## src/rtl/ref_bank_fill_sched.sv

```systemverilog
// Write-side scheduler for the 32-bank reference search-window memory.
// Runs the full 8-group preload, then single-group refills that yield to reads.
module ref_bank_fill_sched #(
    parameter int NUM_GROUPS = 8,
    parameter int LINES      = 96,
    parameter int ADDR_W     = 7
) (
    input  logic              clk,
    input  logic              rst_n,
    input  logic              start,
    input  logic              in_valid,
    output logic              in_ready,
    input  logic              refill_req,
    input  logic [2:0]        refill_group,
    input  logic [7:0]        rd_busy_mask,
    output logic [31:0]       bank_sel,
    output logic [ADDR_W-1:0] wr_addr,
    output logic              wr_en,
    output logic              preload_done,
    output logic              refill_done,
    output logic              refill_drop,
    output logic              busy
);

    typedef enum logic [1:0] {
        IDLE,
        PRELOAD,
        READY,
        REFILL
    } state_t;

    state_t            state;
    state_t            state_nx;
    logic [ADDR_W-1:0] line_cnt;
    logic [2:0]        grp_cnt;
    logic [2:0]        tgt;
    logic [2:0]        wr_grp;
    logic              xfer;
    logic              last_line;
    logic              last_grp;

    assign last_line = (line_cnt == ADDR_W'(LINES - 1));
    assign last_grp  = (grp_cnt == 3'(NUM_GROUPS - 1));
    assign xfer      = in_valid && in_ready;
    assign wr_grp    = (state == REFILL) ? tgt : grp_cnt;
    assign busy      = (state == PRELOAD) || (state == REFILL);

    // Reads always win: a refill only moves while its group is idle.
    always_comb begin
        in_ready = 1'b0;
        unique case (state)
            PRELOAD: in_ready = 1'b1;
            REFILL:  in_ready = !rd_busy_mask[tgt];
            default: in_ready = 1'b0;
        endcase
    end

    always_comb begin
        state_nx = state;
        unique case (state)
            IDLE: begin
                if (start) state_nx = PRELOAD;
            end
            PRELOAD: begin
                if (xfer && last_line && last_grp) state_nx = READY;
            end
            READY: begin
                if (start)           state_nx = PRELOAD;
                else if (refill_req) state_nx = REFILL;
            end
            REFILL: begin
                if (xfer && last_line) state_nx = READY;
            end
            default: state_nx = IDLE;
        endcase
    end

    always_ff @(posedge clk or negedge rst_n) begin
        if (!rst_n) state <= IDLE;
        else        state <= state_nx;
    end

    always_ff @(posedge clk or negedge rst_n) begin
        if (!rst_n) begin
            bank_sel     <= '0;
            wr_addr      <= '0;
            wr_en        <= 1'b0;
            preload_done <= 1'b0;
            refill_done  <= 1'b0;
            refill_drop  <= 1'b0;
            line_cnt     <= '0;
            grp_cnt      <= '0;
            tgt          <= '0;
        end else begin
            wr_en       <= xfer;
            refill_done <= 1'b0;
            refill_drop <= refill_req && ((state != READY) || start);
            if (xfer) begin
                bank_sel <= 32'hF << {wr_grp, 2'b00};
                wr_addr  <= line_cnt;
                line_cnt <= last_line ? '0 : line_cnt + ADDR_W'(1);
            end else begin
                bank_sel <= '0;
            end
            if (state == PRELOAD && xfer && last_line) begin
                grp_cnt <= grp_cnt + 3'd1;
                if (last_grp) preload_done <= 1'b1;
            end
            if (state == REFILL && xfer && last_line) refill_done <= 1'b1;
            if ((state == IDLE || state == READY) && start) begin
                line_cnt     <= '0;
                grp_cnt      <= '0;
                preload_done <= 1'b0;
            end else if (state == READY && refill_req) begin
                line_cnt <= '0;
                tgt      <= refill_group;
            end
        end
    end

endmodule

```

## config.mk

```make
export PLATFORM = sky130hd
export DESIGN_NAME = ref_bank_fill_sched
export DESIGN_NICKNAME = d
export VERILOG_FILES = /design/src/rtl/ref_bank_fill_sched.sv
export SDC_FILE = /design/constraint.sdc
export NUM_CORES = 1
export LEC_CHECK = 0
export CORE_ASPECT_RATIO = 0.75
export CORE_MARGIN = 4
export CORE_UTILIZATION = 40
export CTS_CLUSTER_DIAMETER = 40
export DETAILED_ROUTE_END_ITERATION = 10
export DONT_BUFFER_PORTS = 1
export PLACE_DENSITY = 0.55
export SYNTH_ARGS = -nofsm -noshare
export SYNTH_HDL_FRONTEND = slang
export SYNTH_SLANG_ARGS = --single-unit
```

## constraint.sdc

```tcl
create_clock -name clk -period 2.1 [get_ports clk]
set_clock_uncertainty 0.2 [all_clocks]
set_input_delay 0.21 -clock clk [delete_from_list [all_inputs] [get_ports clk]]
set_output_delay 0.21 -clock clk [all_outputs]
set_load 0.005 [all_outputs]
```

# Word-level counts from Yosys, hierarchy flattened
# Index checks and enable logic that the tools add are counted.
[totals]
reg_bits = 58
input_bits = 16
out_inout_bits = 45
wordCells = 67
[op_classes]
n_addsub = 2
n_lt_le_gt_ge = 1
eq_ne = 10
shift = 1
mux = 21
bitwise_logic = 1
reduce_logical = 21
[op_table]
columns = ["cell", "count"]
rows = [
  ["32-bit two-way mux", 1],
  ["4-bit by 5-bit << shifter with 32-bit output, first input constant", 1],
  ["7-bit two-way mux", 4],
  ["1-bit logical AND", 10],
  ["2-bit two-way mux", 5],
  ["3-bit two-way mux", 3],
  ["2-bit case mux with 4 select lines", 1],
  ["7-bit by 1-bit adder with 7-bit output, second input constant", 1],
  ["7-bit equality test, second input constant", 1],
  ["2-bit inequality test, second input constant", 3],
  ["1-bit two-way mux", 5],
  ["2-bit equality test, second input constant", 2],
  ["3-bit by 4-bit less-than comparator with 1-bit output, second input constant", 1],
  ["2-bit AND reduction", 2],
  ["4-bit AND reduction", 1],
  ["2-bit nonzero test", 2],
  ["3-bit by 1-bit adder with 3-bit output, second input constant", 1],
  ["1-bit binary-select mux with 3-bit select", 1],
  ["3-bit equality test, second input constant", 1],
  ["1-bit logical OR", 3],
  ["3-bit inequality test, second input constant", 1],
  ["3-bit nonzero test", 1],
  ["2-bit by 1-bit equality test with 1-bit output, second input constant", 1],
  ["2-bit zero test", 1],
  ["4 further kinds", 4],
]

# Logic depth before layout (Yosys ltp)
# Gate-level depths: netlist of run 1.
[depth]
ltp_word = 9
depth_mapped = 6
ltp_nobuf = 5

# Worst setup path before layout of run 1
# OpenSTA, ideal clock, no wires.
[synth_path]
path_type = "reg-to-reg"
from = "register tgt[0]"
to = "register wr_addr[2]"
setup_ns = 0.125
arrival_ns = 1.659
required_time_ns = 1.775
slack_ns = 0.115
stages_incl_launch_ff = 7
n_path_buf = 2
period_less_slack_ns = 1.985
path_cell_list = "dfrtp_1 > buf_6 > mux4_2 > nor2_4 > o21ai_4 > buf_6 > mux2_4"
[synth_between]
elab_chain_len = 5
[synth_lines]
columns = ["item", "line", "rtl"]
rows = [
  ["start: declaration", "36", "logic [2:0] tgt;"],
  ["start signal: assignment", "116", "tgt <= refill_group;"],
  ["1-bit binary-select mux with 3-bit select", "53", "REFILL: in_ready = !rd_busy_mask[tgt];"],
  ["1-bit two-way mux (implied by the code)", "53", ""],
  ["1-bit zero test", "53", ""],
  ["1-bit case mux with 2 select lines", "51", "unique case (state)"],
  ["1-bit logical AND", "44", "assign xfer = in_valid && in_ready;"],
  ["end signal: assignment", "100", "wr_addr <= line_cnt;"],
  ["end: declaration", "17", "output logic [ADDR_W-1:0] wr_addr,"],
]
# No other way between the ends. The select of a mux whose other input is x is not followed.
# A chain may end at the register's enable or synchronous reset.

# Final worst setup path of run 1
[layout_path]
from = "register tgt[0]"
to = "output port in_ready"
[layout_between]
elab_chain_len = 4
[layout_lines]
columns = ["item", "line", "rtl"]
rows = [
  ["1-bit binary-select mux with 3-bit select", "53", ""],
  ["1-bit two-way mux (implied by the code)", "53", ""],
  ["1-bit zero test", "53", ""],
  ["1-bit case mux with 2 select lines", "51", ""],
  ["end: declaration", "12", "output logic in_ready,"],
]
# No other way between the ends. The select of a mux whose other input is x is not followed.

==> results of run 1 <==
-- synthesized netlist by cell type --
master / count / area share
nor2_4: 1 / 0.0060
nand3_1: 4 / 0.011
buf_1: 1 / 0.0020
o211a_1: 1 / 0.0054
a31oi_1: 3 / 0.010
or2_2: 3 / 0.010
o21a_1: 1 / 0.0040
mux2_2: 8 / 0.048
o32ai_2: 1 / 0.0087
o31a_1: 1 / 0.0047
mux2i_1: 7 / 0.038
ha_1: 3 / 0.020
nand4_1: 1 / 0.0034
buf_6: 2 / 0.012
a21oi_1: 2 / 0.0054
nor2_1: 11 / 0.022
nor3b_1: 6 / 0.024
nand3b_1: 1 / 0.0040
nor2b_1: 2 / 0.0067
inv_1: 6 / 0.012
or4b_2: 1 / 0.0054
o221ai_4: 1 / 0.014
o21ai_4: 1 / 0.0087
buf_2: 3 / 0.0081
nand2b_1: 1 / 0.0034
and2_1: 1 / 0.0034
o21ai_0: 3 / 0.0081
xnor2_1: 1 / 0.0047
clkbuf_1: 1 / 0.0020
o22ai_1: 2 / 0.0067
dfrtp_1: 34 / 0.46
o32ai_1: 1 / 0.0047
nor3_1: 5 / 0.013
a2bb2oi_1: 1 / 0.0047
buf_4: 24 / 0.097
mux4_2: 1 / 0.012
nor4_2: 2 / 0.013
a21boi_0: 1 / 0.0040
nand2_1: 13 / 0.026
mux2_4: 4 / 0.032
o221a_2: 1 / 0.0060
o211ai_1: 2 / 0.0081
-- power groups by stage --
stage               Clock, mW  Sequential [mW]  Combinational [mW]
global placement            0            0.910               0.307
CTS                     0.575            0.900               0.352
floorplan                   0            0.873               0.283
detailed placement          0            0.912               0.313
finish                  0.553            0.896               0.360
global route            0.607            0.918               0.409
-- worst max-delay path, stage by stage (launching register included) --
cell	delay [ns]
dfrtp_2	0.41
mux4_2	0.54
nor2_4	0.15
buf_6	0.13
nor2_4	0.03
nor2b_2	0.12
-- routing by layer --
metal	wire length, um	share of wire
met4	72	0.021
met3	224	0.065
met1	1610	0.47
met5	0	0
met2	1540	0.45
-- final timing paths --
| kind | startpoint | endpoint | slack (ns) | cells past startpoint |
|---|---|---|---|---|
| hold reg to reg | line_cnt[4] | line_cnt[4] | 0.33 | 1 |
| hold / removal | start | grp_cnt[0] | 0.05 | 2 |
| min in group asynchronous | rst_n | wr_addr[5] | 0.17 | 2 |
| max in group asynchronous | rst_n | tgt[0] | 1.34 | 2 |
| setup / recovery | tgt[0] | in_ready | 0.03 | 5 |
| setup reg to reg | tgt[0] | wr_addr[3] | 0.07 | 5 |
-- flip-flops by register name, indices dropped and copies added, names as in the netlist --
| name | cells |
|---|---|
| bank_sel | 8 |
| grp_cnt | 3 |
| line_cnt | 7 |
| preload_done | 1 |
| refill_done | 1 |
| refill_drop | 1 |
| state | 2 |
| tgt | 3 |
| wr_addr | 7 |
| wr_en | 1 |
-- cells by family after synthesis --
| kind of cell | count (synthesis) | share of synthesized area |
|---|---|---|
| simple gates | 52 | 0.152 |
| buf+inv | 37 | 0.133 |
| flops | 34 | 0.456 |
| compound gates | 22 | 0.103 |
| mux | 20 | 0.130 |
| fa+ha+maj | 3 | 0.0201 |
| xor+xnor | 1 | 0.00470 |
-- area by class of cell --
cell class / instances / area (um2) / share of cell area
flip-flops and latches: 34 / 852 / 0.417
repair buffers: 24 / 214 / 0.105
inverters: 6 / 22.5 / 0.0110
clock buffers: 8 / 110 / 0.0538
multi-input cells: 98 / 776 / 0.379
well taps: 57 / 71.3 / 0.0349
-- what timing repair did --
action	CTS	global route
pin swaps	3	2
hold endpoints to repair	39	0
cloned	0	0
hold buffers	8	0
buffers inserted	1	6
resized for setup	5	0
endpoints found under the setup margin	2	5
==> flow_summary_export.csv, run 1 <==
group,metric,value,unit
synthesis,ys_types,42,
finish,final_cell_mix,"dfrtp_1, buf_4, nand2_1",
worst_setup_path,required,1.69,ns
power_and_ir_drop,power.switching,0.505,mW
power_and_ir_drop,pwr-share-comb,0.199,
power_and_ir_drop,internal_power,1.30,mW
route,ant_nets,0,
global_route,gr-total-overflow,0,
floorplanning,ios,61,
finish,stdcell_area,2050,um2
synthesis,ys_ff_latch,34,
clock_tree,root_buffer,"clkbuf_8",
sta,hold_viol_final,0,
global_route,met3_usage,0.0569,
floorplanning,std_cell_rows,21,
sta,period_share,0.985,
run_status,outcome,"finished clean",
route,routedWlPerCell,15.2,um
finish,diodes,0,
sta,slew_violations,0,
global_route,antenna_found_initial,0,
synthesis,ys_seq_area_frac,0.456,
power_and_ir_drop,power.density,884,nW/um2
global_route,grt_use_met1,0.160,
global_route,grt_start_max_net_pins,35,
sta,tns,0,ns
sta,max_freq,0.483,GHz
floorplanning,coreArea,4490,um2
placed_design,dp_worst_setup_slack,0.00605,ns
worst_setup_path,path_class,"register to output pin",
floorplanning,die_area,5830,um2
clock_tree,numCtsBuffers,5,
power_and_ir_drop,power_frac_seq,0.495,
sta,setup_viol,0,
sta,whs,0.0459,ns
placed_design,io_buffer_count,0,
worst_setup_path,cp.arrival,1.66,ns
finish,fin_nets,188,
power_and_ir_drop,p_total,1.81,mW
sta,tightest_slew,0.391,ns
placed_design,dp.cells,204,
finish,drive_gt1_frac,0.306,
floorplanning,fp.dieW,86.8,um
power_and_ir_drop,vdd_drop_max,0.311,mV
sta,slew_headroom,0.739,
clock_tree,clock-sinks,34,
route,drt_iter0_markers,44,
route,vias,1154,
power_and_ir_drop,swShare,0.279,
floorplanning,die_h,67.1,um
global_route,busiest_layer,"met2",
route,drt-vias-per-instance,5.08,
finish,final_common_cell,"dfrtp_1",
placed_design,place_area,1780,um2
power_and_ir_drop,leakagePower,0.921,nW
global_route,grtUsageMet2,0.206,
floorplanning,start_util,0.415,
clock_tree,h-tree-depth,2,
worst_setup_path,worstSetupEndpointType,"output pin",
sta,rsz0062_at_grt,"yes",
synthesis,syn_inst,169,
finish,finish.utilization,0.455,
finish,stdcell_count,227,
global_route,grt_pass1_wl,5820,um
placed_design,gp_congestion,0.798,
power_and_ir_drop,p_clk_frac,0.306,
clock_tree,clockBufferDepth,2,
synthesis,synth_fp_nets,188,
route,drt_wl_total,3450,um
flow_run,cap_violations,0,
global_route,grt_pass1_vias,1241,
finish,syn_to_final_growth,9.73,%
route,drc,0,
sta,setup_ws,0.0311,ns
sta,min_period,2.07,ns
placed_design,dp_hpwl,2480,um
clock_tree,clk_latency,0.28,ns
route,first_pass_iters,4,
worst_setup_path,cp_max_fo,5,
worst_setup_path,startpoint_type,"register",
finish,fillers,404,
clock_tree,cts_tree,"yes",
clock_tree,clkSlewWorstSetupHoldPaths,0.06,ns
global_route,track_usage,0.134,
hold_path,hold_path.class,"input pin to register",
synthesis,syn_area,1860,um2
synthesis,avgSynthCellArea,11.0,um2
synthesis,ys.warnings.count,0,
Power figures use the tool's default switching activity.
==> run 2: changes to the inputs <==
Settings changed: ABC_AREA set to 1, CORE_MARGIN 4 to not set.
==> run 2 against run 1 <==
  * Setup slack improved by 0.21 ns
  * Register-to-register slack improved by 0.17 ns
  * Synthesized cell count increased by 31%
  * Core utilization decreased by 0.62 points
  * Maximum frequency increased by 11%
  * Critical path type is now register to register
  * Highest routed layer unchanged
  * Critical path depth increased by 5
  * First-iteration DRC count increased by 20%
  * Non-clock buffer count decreased by 12
  * Via count increased by 8.7%
==> flow_summary_export.csv, run 2 <==
group,metric,value,unit
run_status,outcome,"finished clean",
synthesis,synth-edff-count,0,
worst_setup_path,path_class,"register to register",
synthesis,synth.top_cells.by_count,"nand2_1, dfrtp_1, inv_1, buf_4, nor2_1",
route,drt_iter0_markers,53,
finish,fillers,435,
finish,reg_top3,"bank_sel x8, line_cnt x7, wr_addr x7",
synthesis,async_flop_share,1.00,
worst_setup_path,required,2.06,ns
sta,setup_viol,0,
route,vias,1254,
synthesis,synth_top_cell_area_share,0.477,
global_route,gr-total-overflow,0,
hold_path,hold_path.class,"input pin to register",
finish,finish.utilization,0.449,
worst_setup_path,cp_max_fo,6,
finish,diodes,0,
worst_setup_path,crit_path_max_incr_delay,0.38,ns
power_and_ir_drop,internal_power,1.17,mW
placed_design,dp_hpwl,2350,um
power_and_ir_drop,vdd_drop_max,0.301,mV
synthesis,synth.most_common_cell,"nand2_1",
placed_design,gp_congestion,0.781,
global_route,antenna_found_initial,0,
placed_design,place_area,1670,um2
synthesis,synth_fp_nets,240,
sta,period_share,0.885,
global_route,track_usage,0.162,
worst_setup_path,cp.arrival,1.82,ns
route,ant_nets,0,
global_route,grt_pass1_wl,5820,um
synthesis,synth_area_leaders,"dfrtp_1, buf_4, nand2_1",
floorplanning,coreArea,4150,um2
worst_setup_path,cpMaxStageDelayCell,"dfrtp_1",
clock_tree,h-tree-depth,2,
synthesis,ys_ff_latch,34,
route,drt-vias-per-instance,4.66,
synthesis,yosysTopAreaCell,"dfrtp_1",
power_and_ir_drop,power.density,911,nW/um2
synthesis,syn_area,1780,um2
finish,final_cell_mix,"nand2_1, dfrtp_1, inv_1",
floorplanning,die_h,59.8,um
sta,tightest_slew,0.347,ns
finish,fin_nets,232,
clock_tree,clockBufferDepth,2,
floorplanning,start_util,0.430,
floorplanning,std_cell_rows,20,
power_and_ir_drop,leakagePower,0.940,nW
worst_setup_path,cp_common_cell,"nand2_1",
worst_setup_path,path_cells,"ha_1 -> nand2_1 -> nor2_1 -> nand2_1 -> nor3_4 -> nand2_1 -> nand2_2 -> o21ai_0 -> nand2_1 -> o21ai_1",
floorplanning,ios,61,
synthesis,avgSynthCellArea,8.07,um2
sta,max_freq,0.538,GHz
finish,multi_input_area,608,um2
sta,slew_violations,0,
clock_tree,root_buffer,"clkbuf_8",
hold_path,min_from,"start",
clock_tree,clock-sinks,34,
sta,tns,0,ns
power_and_ir_drop,power_frac_seq,0.522,
finish,drive_gt1_frac,0.0841,
finish,final_common_cell,"nand2_1",
global_route,grt_start_max_net_pins,35,
power_and_ir_drop,swShare,0.313,
finish,regArea,851,um2
route,routedWlPerCell,12.1,um
synthesis,ys_seq_area_frac,0.477,
power_and_ir_drop,pwr-share-comb,0.188,
synthesis,syn_inst,221,
synthesis,ys_types,21,
worst_setup_path,reg2reg_from,"line_cnt[1]",
worst_setup_path,path_buf_inv,0,
clock_tree,numCtsBuffers,5,
route,drc,0,
finish,largest_reg_flops,8,
global_route,grt_pass1_vias,1302,
worst_setup_path,startpoint_type,"register",
worst_setup_path,worstSetupEndpointType,"register",
finish,largest-register,"bank_sel",
clock_tree,clk_latency,0.28,ns
flow_run,cap_violations,0,
floorplanning,fp.dieW,79.1,um
placed_design,io_buffer_count,0,
finish,stdcell_area,1870,um2
route,first_pass_iters,4,
route,drt_wl_total,3260,um
finish,syn_to_final_growth,4.56,%
sta,min_period,1.86,ns
clock_tree,cts_tree,"yes",
synthesis,ys.warnings.count,0,
worst_setup_path,path_delay_family,"simple AND/OR/NAND/NOR gates",
power_and_ir_drop,p_clk_frac,0.290,
sta,hold_viol_final,0,
sta,rsz0062_at_grt,"no",
power_and_ir_drop,power.switching,0.532,mW
floorplanning,die_area,4730,um2
clock_tree,clkSlewWorstSetupHoldPaths,0.07,ns
synthesis,ys.flop_type,"dfrtp_1",
worst_setup_path,crit_start,"line_cnt[1]",
sta,slew_headroom,0.767,
## run 2: changes by cell type after synthesis, sizes merged, moves of 8 or more
cell / before / now
inv: 6 / 33
mux2: 12 / 0
o21ai: 4 / 24
nand2: 13 / 51
nand3: 4 / 12
## run 2: final timing paths
kind,endpoint,slack (ns),cells after the start
min,state[1],0.007,3
min in group asynchronous,wr_addr[3],0.17,2
max reg2reg,preload_done,0.24,10
max,preload_done,0.24,10
max in group asynchronous,grp_cnt[1],1.35,2
min reg2reg,wr_addr[6],0.31,2
## run 2: final cells by class
cell class,count,area share
Sequential cell,34,0.456
Multi-Input combinational cell,127,0.326
Inverter,33,0.0664
Timing Repair Buffer,12,0.0657
Clock buffer,7,0.0463
Tap cell,55,0.0369
Clock inverter,1,0.00268
## run 2: logic make-up after synthesis
group | after synthesis | synth area share
xor gates and xnor gates | 2 | 0.00982
adders and majority gates | 3 | 0.0210
AOI/OAI and AO/OA | 31 | 0.0870
and+or+nand+nor | 91 | 0.223
DFF | 34 | 0.477
buffers and inverters | 60 | 0.182
## run 2: timing repair
action	CTS	global route
resized for setup	0	0
endpoints found under the hold margin	42	0
setup buffers	0	0
hold buffers	9	0
## run 2: metal layers
layer	vias up	global-route usage	wire [um]	share of wire
li1	644	-	-	-
met1	577	0.223	1800	0.55
met2	31	0.232	1230	0.38
met3	2	0.0565	211	0.065
met4	0	0.0675	18	0.0055
met5	-	0	0	0
## run 2: worst reg2reg max path, delay by kind of cell (launching register included)
kind                     cells  cell delay (ns)
adder cells (fa/ha/maj)      1             0.21
flip-flops                   1             0.38
AO/OA/AOI/OAI                2             0.18
AND/OR/NAND/NOR              7             0.77
## run 2: power by group through the flow
stage / Clock [mW] / Combinational [mW] / Sequential, mW
6_report: 0.492 / 0.320 / 0.888
5_1_grt: 0.540 / 0.378 / 0.907
4_1_cts: 0.510 / 0.325 / 0.887
3_5_place_dp: 0 / 0.292 / 0.900
3_3_place_gp: 0 / 0.295 / 0.896
2_1_floorplan: 0 / 0.267 / 0.871
## run 2: metrics by stage
step / hold WS (ns) / setup WS [ns] / cells / power (mW)
after global routing: 0.0448 / 0.0231 / 269 / 1.83
after global placement: -0.285 / 0.289 / 252 / 1.19
after CTS: 0.00288 / 0.245 / 269 / 1.72
after detailed placement: -0.285 / 0.274 / 252 / 1.19
after floorplan: -0.286 / 0.381 / 221 / 1.14
final: 0.00727 / 0.241 / 269 / 1.70
==> run 3: changes to the inputs <==
Settings changed: CORE_UTILIZATION 40 to 56, PLACE_DENSITY 0.55 to 0.73.
==> run 3 against run 2 <==
  * Flip-flop and latch count unchanged
  * Clock power down 9.3%
  * Non-clock buffer count did not move
  * Via count rose by 4.2%
  * Largest cell class unchanged
==> flow_summary_export.csv, run 3 (same netlist as run 2, synthesis figures left out) <==
group,metric,value,unit
finish,multi_input_area,611,um2
power_and_ir_drop,pwr-share-comb,0.198,
finish,final_common_cell,"nand2_1",
finish,fillers,283,
finish,largest_reg_flops,8,
power_and_ir_drop,power.density,908,nW/um2
route,drt_wl_total,3300,um
floorplanning,coreArea,2980,um2
worst_setup_path,path_delay_family,"simple AND/OR/NAND/NOR gates",
worst_setup_path,required,2.05,ns
sta,max_freq,0.519,GHz
route,drt_iter0_markers,58,
placed_design,dp_hpwl,2380,um
worst_setup_path,cpMaxStageDelayCell,"dfrtp_1",
finish,stdcell_area,1830,um2
hold_path,hold_path.class,"input pin to register",
placed_design,io_buffer_count,0,
power_and_ir_drop,swShare,0.319,
clock_tree,clkSlewWorstSetupHoldPaths,0.07,ns
global_route,grt_pass1_vias,1285,
power_and_ir_drop,vdd_drop_max,0.456,mV
worst_setup_path,crit_path_max_incr_delay,0.39,ns
finish,reg_top3,"bank_sel x8, line_cnt x7, wr_addr x7",
finish,final_cell_mix,"nand2_1, dfrtp_1, inv_1",
floorplanning,fp.dieW,67.2,um
finish,syn_to_final_growth,2.66,%
sta,tightest_slew,0.392,ns
power_and_ir_drop,leakagePower,0.930,nW
clock_tree,h-tree-depth,2,
flow_run,cap_violations,0,
global_route,track_usage,0.223,
run_status,outcome,"finished clean",
worst_setup_path,cp.arrival,1.88,ns
route,drc,0,
route,vias,1307,
floorplanning,die_area,3420,um2
finish,drive_gt1_frac,0.0798,
finish,diodes,0,
floorplanning,ios,61,
floorplanning,start_util,0.599,
worst_setup_path,worstSetupEndpointType,"register",
floorplanning,std_cell_rows,17,
power_and_ir_drop,power.switching,0.532,mW
global_route,gr-total-overflow,0,
sta,min_period,1.93,ns
route,drt-vias-per-instance,5.21,
finish,fin_nets,232,
sta,setup_viol,0,
worst_setup_path,cp_common_cell,"nand2_1",
sta,hold_viol_final,0,
finish,regArea,851,um2
route,first_pass_iters,4,
sta,slew_headroom,0.737,
power_and_ir_drop,internal_power,1.13,mW
worst_setup_path,startpoint_type,"register",
sta,tns,0,ns
placed_design,place_area,1650,um2
route,routedWlPerCell,13.1,um
worst_setup_path,cp_max_fo,6,
worst_setup_path,path_cells,"ha_1 -> nand2_1 -> nor2_2 -> nand2_1 -> nor3_4 -> nand2_1 -> nand2_2 -> o21ai_0 -> nand2_1 -> o21ai_1",
clock_tree,cts_tree,"yes",
power_and_ir_drop,power_frac_seq,0.534,
clock_tree,clock-sinks,34,
route,ant_nets,0,
global_route,grt_start_max_net_pins,35,
clock_tree,clockBufferDepth,2,
power_and_ir_drop,p_clk_frac,0.268,
sta,rsz0062_at_grt,"no",
global_route,grt_pass1_wl,5560,um
clock_tree,clk_latency,0.28,ns
global_route,antenna_found_initial,0,
placed_design,gp_congestion,0.865,
floorplanning,die_h,50.9,um
worst_setup_path,path_buf_inv,0,
finish,largest-register,"bank_sel",
clock_tree,numCtsBuffers,5,
clock_tree,root_buffer,"clkbuf_8",
sta,period_share,0.917,
worst_setup_path,path_class,"register to register",
sta,slew_violations,0,
-- run 3: power groups by stage --
| stage | sequential [mW] | clock, mW | combinational [mW] |
|---|---|---|---|
| global placement | 0.891 | 0 | 0.282 |
| floorplan | 0.871 | 0 | 0.267 |
| global route | 0.909 | 0.482 | 0.385 |
| detailed placement | 0.900 | 0 | 0.295 |
| CTS | 0.888 | 0.447 | 0.329 |
| finish | 0.889 | 0.446 | 0.329 |
-- run 3: final timing paths --
check,startpoint,to,slack [ns],cells past startpoint
worst max-delay path,line_cnt[0],preload_done,0.17,10
worst min-delay path,start,state[1],0.01,3
worst max register to register,line_cnt[0],preload_done,0.17,10
worst min register to register,wr_addr[6],wr_addr[6],0.31,2
max in group asynchronous,rst_n,bank_sel[3],1.34,2
min in group asynchronous,rst_n,wr_addr[1],0.17,2
-- run 3: cell type report --
class	count	area share
clock buffer	7	0.0417
inverter	33	0.0676
multi-input combinational	127	0.333
timing repair buffer	12	0.0669
tap	38	0.0260
sequential	34	0.464
-- run 3: metal layers --
metal / global-route usage / routed length, um
met1: 0.286 / 1520
met2: 0.348 / 1520
met3: 0.0848 / 233
met4: 0.0674 / 29
met5: 0 / 0
-- run 3: what timing repair did --
item | in CTS | in global routing
setup buffers | 0 | 1
hold buffers | 9 | 0
hold endpoints to repair | 40 | 0
gates resized for setup | 0 | 1
setup endpoints to repair | 0 | 1
-- run 3: worst register-to-register path, delay by kind of cell, from the launching register on --
family          cells  cell delay [ns]
simple gates        7             0.80
flops               1             0.39
fa+ha+maj           1             0.22
compound gates      2             0.18
-- run 3: through the flow --
stage	worst slack, ns	total power [mW]	hold WS [ns]	utilization	instances
after detailed placement	0.167	1.20	-0.285	0.553	234
after global placement	0.273	1.17	-0.285	0.553	234
final	0.174	1.66	0.0141	0.615	251
after CTS	0.141	1.66	0.0101	0.612	250
after global routing	0.00935	1.78	0.0151	0.615	251
after floorplan	0.381	1.14	-0.286	-	221
